===== src/rtl/acc_sequencer.sv =====
// Burst sequencer for a downstream accumulator: clears it, streams a latched
// number of samples into it, then pulses a read and a completion strobe.
module acc_sequencer #(
    parameter int Word_Length = 8,
    parameter int Count_Width = 4
) (
    input  logic                   clk,
    input  logic                   reset,
    input  logic                   start,
    input  logic [Count_Width-1:0] length,
    input  logic                   abort,
    input  logic                   in_valid,
    input  logic [Word_Length-1:0] in_data,
    output logic                   in_ready,
    output logic                   acc_clear,
    output logic                   acc_add,
    output logic [Word_Length-1:0] acc_data,
    output logic                   acc_read,
    output logic                   busy,
    output logic                   done,
    output logic [Count_Width-1:0] sample_count
);

    localparam logic [2:0] S_IDLE   = 3'd0;
    localparam logic [2:0] S_CLEAR  = 3'd1;
    localparam logic [2:0] S_ACCUM  = 3'd2;
    localparam logic [2:0] S_DRAIN  = 3'd3;
    localparam logic [2:0] S_READ   = 3'd4;
    localparam logic [2:0] S_FINISH = 3'd5;

    logic [2:0]             state_q, state_d;
    logic [Count_Width-1:0] len_q, len_d;
    logic [Count_Width-1:0] cnt_q, cnt_d;
    logic [Count_Width-1:0] cnt_inc;
    logic                   add_q;
    logic [Word_Length-1:0] data_q;
    logic                   xfer;

    assign in_ready = (state_q == S_ACCUM);
    assign xfer     = in_valid && in_ready;
    assign cnt_inc  = cnt_q + 1'b1;

    always_comb begin
        state_d = state_q;
        len_d   = len_q;
        cnt_d   = cnt_q;
        case (state_q)
            S_IDLE: begin
                if (start && !abort) begin
                    len_d   = length;
                    cnt_d   = '0;
                    state_d = S_CLEAR;
                end
            end
            S_CLEAR:  state_d = (len_q == '0) ? S_READ : S_ACCUM;
            S_ACCUM: begin
                if (xfer) begin
                    cnt_d = cnt_inc;
                    if (cnt_inc == len_q) state_d = S_DRAIN;
                end
            end
            S_DRAIN:  state_d = S_READ;
            S_READ:   state_d = S_FINISH;
            S_FINISH: state_d = S_IDLE;
            default:  state_d = S_IDLE;
        endcase
        // A transfer in the abort cycle still counts and still owes its acc_add.
        if (abort && state_q != S_IDLE) state_d = S_IDLE;
    end

    always_ff @(posedge clk) begin
        if (reset) begin
            state_q <= S_IDLE;
            len_q   <= '0;
            cnt_q   <= '0;
            add_q   <= 1'b0;
            data_q  <= '0;
        end else begin
            state_q <= state_d;
            len_q   <= len_d;
            cnt_q   <= cnt_d;
            add_q   <= xfer;
            if (xfer) data_q <= in_data;
        end
    end

    // Read/done are suppressed in the abort cycle so a cancelled burst never completes.
    assign acc_clear    = (state_q == S_CLEAR);
    assign acc_read     = (state_q == S_READ) && !abort;
    assign done         = (state_q == S_FINISH) && !abort;
    assign busy         = (state_q != S_IDLE);
    assign acc_add      = add_q;
    assign acc_data     = data_q;
    assign sample_count = cnt_q;

endmodule


===== config.mk =====
export PLATFORM = sky130hd
export DESIGN_NAME = acc_sequencer
export DESIGN_NICKNAME = d
export VERILOG_FILES = /design/src/rtl/acc_sequencer.sv
export SDC_FILE = /design/constraint.sdc
export NUM_CORES = 1
export LEC_CHECK = 0
export CAP_MARGIN = 20
export CORE_MARGIN = 2
export CORE_UTILIZATION = 46
export DETAILED_ROUTE_END_ITERATION = 8
export PLACE_DENSITY = 0.82
export SYNTH_ARGS = -nofsm -noshare
export SYNTH_HDL_FRONTEND = slang
export SYNTH_SLANG_ARGS = --single-unit

===== constraint.sdc =====
create_clock -name clk -period 3.1 [get_ports clk]
set_input_delay 0.93 -clock clk [delete_from_list [all_inputs] [get_ports clk]]
set_output_delay 0.93 -clock clk [all_outputs]
set_load 0.02 [all_outputs]

# Yosys cells after proc, flatten, opt, wreduce, memory -nomap -nowiden
# Index checks and enable logic that the tools add are counted.
[totals] ff_bits=20 latch_bits=0 mem_bits_rw=0 romBits=0 input_bits=17 memories=0
[classes] add_sub_neg=1 n_mul=0 div=0 order_cmp=0 eq_ne=9 n_shift=0 mux=8 bitwise_logic=0 n_reduce_logical=14
[ops] op="$pmux 3 s5" n=1
[ops] op="$mux 3" n=4
[ops] op="$mux 4" n=2
[ops] op="$pmux 4 s2" n=1
[ops] op="$eq 3x2->1 const B" n=2
[ops] op="$eq 3x3->1 const B" n=2
[ops] op="$reduce_and 3->1" n=2
[ops] op="$logic_and 1x1->1" n=5
[ops] op="$add 4x1->4 const B" n=1
[ops] op="$eq 4x4->1" n=1
[ops] op="$logic_not 4->1" n=1
[ops] op="$ne 2x1->1 const B" n=2
[ops] op="$eq 3x1->1 const B" n=1
[ops] op="$logic_not 3->1" n=1
[ops] op="$reduce_bool 3->1" n=1
[ops] op="$ne 2x2->1 const B" n=1
[ops] op="$reduce_and 2->1" n=1
[ops] op="$reduce_bool 2->1" n=1
[ops] op="$reduce_or 2->1" n=1
[ops] op="$logic_not 1->1" n=1

# Longest topological paths before layout
[logic_depth] word_depth=5 ltp_mapped=5

# Worst setup path after synthesis
# Ideal clock, no wire load.
[synth_path] path_kind="input -> output" startpoint="in abort" endpoint="out done" t_arrival_ps=1669 required_time_ps=2170 path_slack_ps=501 cell_stages=1 n_path_buf=0 cell_sequence="nor4b_1"
[synth_between] elab_chain_cells=2
[synth_lines] element="start: declaration" line_no="11" text="input logic abort,"
[synth_lines] element="$logic_not 1->1" line_no="90" text="assign done = (state_q == S_FINISH) && !abort;"
[synth_lines] element="$logic_and 1x1->1" line_no="90"
[synth_lines] element="end: declaration" line_no="20" text="output logic done,"
# Every way passes these cells.

# Final worst setup path
# Ends and elaborated chain as after synthesis.

==> results.yml <==
detailed_routing:
  drt_iter0_markers: 19
  drt-vias-per-instance: 5.47
  drt_wl_total_um: 2250
  route.detailed.drc: 0
  ant_nets: 0
  wl_per_cell_um: 13.2
  first_pass_iters: 4
  vias: 930
cells_and_area:
  final_util_pct: 69.3
  drive_gt1_share_pct: 9.09
  final_cells: 170
  final_cell_mix: "clkdlybuf4s50_1, dfxtp_1, nand2_1"
  mostFrequentLayoutCell: "clkdlybuf4s50_1"
  final_area_um2: 1360
  nets: 162
  syn_to_final_growth_pct: 41.0
  antenna_cells: 0
sta:
  slew_viol_final: 0
  setup_ws_ps: 92.6
  slew_headroom_pct: 66.5
  totalNegativeSetupSlack_ps: 0
  worst_pin_slew_ps: 502
  fin_skew_ps: 7.04
  min_period_ps: 3010
  rsz0062_at_grt: "false"
  fmax_ghz: 0.333
  finalCritPeriodShare_pct: 97.0
  timing_hold_violations_final: 0
  setup_viol: 0
clocking:
  cts.sinks: 20
  path_clk_slew_ps: 110
  cts_resized: 2
  cts_tree: "done"
  cts_setup_buffers: 0
  cts_max_path_buffers: 2
  clkLatencyLatePin_ps: 300
  htreeDepth: 1
  cts_inserted_buffers: 3
  root_buffer: "clkbuf_4"
  hold_buffers: 0
floorplan:
  ios: 35
  die_width_um: 49.8
  core_um2: 1960
  die_area_um2: 2480
  initial_core_util_pct: 49.2
  die_y_um: 49.8
  num_rows: 16
yosys:
  yosys_warnings: 0
  syn_avg_cell_area_um2: 8.77
  async_flop_share_pct: 0
  synth_area_um2: 965
  ys.flop_type: "dfxtp_1"
  synth_nets: 128
  syn_inst: 110
  synth_edf_count: 0
  synth_cell_types: 35
  ys_ff_latch: 20
  ys_seq_area_share_pct: 41.5
setup_path:
  cp_cell_sequence: "clkdlybuf4s50_1 -> nor4b_1 -> dlygate4sd2_1"
  crit_path_top_delay_cell: "clkdlybuf4s50_1"
  reg2reg_depth: 3
  worstPathArrival_ps: 2080
  reg2reg_slack_ps: 1380
  required_ps: 2170
  endpoint_kind: "output port"
  r2r-end: "sample_count[3]$_SDFFE_PP0P_"
  cp-start-kind: "input port"
  crit_end: "done"
  rr_startpoint: "state_q[1]$_SDFFE_PP0P_"
  slowest_delay_ps: 440
  cp_max_fo: 3
  crit_type: "input port to output port"
  crit_start: "abort"
placement:
  dp_slack_ps: -231
  portBuffers: 34
  hpwl_um: 1640
  gp_congestion: 0.818
  dpl_cell_area_um2: 1310
  dp_cells: 166
global_route:
  grt_pass1_wl_um: 3700
  antenna_found_initial: 0
  grt_max_degree: 21
  grt_pass1_vias: 843
  grt.overflow.total: 0
  track_usage_pct: 19.4
pwr:
  leakage_nw: 0.477
  ir_drop_v: 0.000269
  power.density_nw_per_um2: 402
min_path:
  min_path_type: "flip-flop to flip-flop"
run_status:
  status: "complete, no violations"
job:
  drv_cap: 0
layer usage:
metal  track usage, %  wire length [um]  vias to the layer above
li1                 -                 -                      461
met4             5.56                23                        0
met5                0                 0                        -
met3             5.76                89                        2
met2             32.4              1140                       21
met1             24.1               989                      446
report_power, final:
group,internal [mW],switching (mW)
sequential,0.262,0.00686
combinational,0.0386,0.0306
clock,0.131,0.0787
total,0.431,0.116
Yosys cell counts, drive strengths merged (3+ instances only):
master / number / share of area, %
o211ai: 3 / 3.4
nor3: 3 / 1.6
nor4: 3 / 2.6
nand3: 5 / 2.6
nand2: 19 / 7.4
a21oi: 15 / 7.8
clkbuf: 3 / 1.2
inv: 3 / 1.2
dfxtp: 20 / 42
buf: 5 / 4.2
o21ai: 6 / 4.3
worst max-delay path, delay by kind of cell:
| family | cells | cell delay, ps |
|---|---|---|
| buffers and inverters | 2 | 840 |
| and+or+nand+nor | 1 | 310 |
registers in the layout, summed over array words and instances (netlist names):
signal,count
acc_data,8
len_q,4
sample_count,4
state_q,3
acc_add,1
worst min path at each step:
stage                                   from                       end  slack [ps]  cells after the start
CTS                 acc_data[5]$_SDFFE_PP0P_  acc_data[5]$_SDFFE_PP0P_         460                      2
floorplan              len_q[2]$_SDFFE_PP0P_     len_q[2]$_SDFFE_PP0P_         470                      2
global route        acc_data[1]$_SDFFE_PP0P_  acc_data[1]$_SDFFE_PP0P_         490                      2
finish              acc_data[5]$_SDFFE_PP0P_  acc_data[5]$_SDFFE_PP0P_         460                      2
detailed placement  acc_data[5]$_SDFFE_PP0P_  acc_data[5]$_SDFFE_PP0P_         450                      2
global placement    acc_data[2]$_SDFFE_PP0P_  acc_data[2]$_SDFFE_PP0P_         440                      2
through the flow:
| stage | power, mW | hold WS, ps |
|---|---|---|
| 2_1_floorplan | 0.310 | 472 |
| 3_3_place_gp | 0.341 | 442 |
| 3_5_place_dp | 0.343 | 446 |
| 4_1_cts | 0.550 | 463 |
| 5_1_grt | 0.566 | 490 |
| 6_report | 0.547 | 460 |
kinds of logic (layout without fill, tap and decap cells):
kind of cell / count (synthesis) / count (layout) / share of synthesized area (%)
XOR/XNOR: 5 / 5 / 5.97
flip-flops: 20 / 20 / 41.5
adder cells (fa/ha/maj): 1 / 1 / 1.30
AO/OA/AOI/OAI: 30 / 30 / 20.6
AND/OR/NAND/NOR: 43 / 43 / 24.1
buffers and inverters: 11 / 44 / 6.49
layout make-up:
class | count | area [um^2]
repair buffers | 37 | 360
clock inverters | 1 | 30.0
flip-flops and latches | 20 | 400
multi-input cells | 79 | 502
inverters | 3 | 11.3
fillers | 177 | 602
well taps | 27 | 33.8
clock buffers | 3 | 22.5
(Power assumes the default switching activity.)
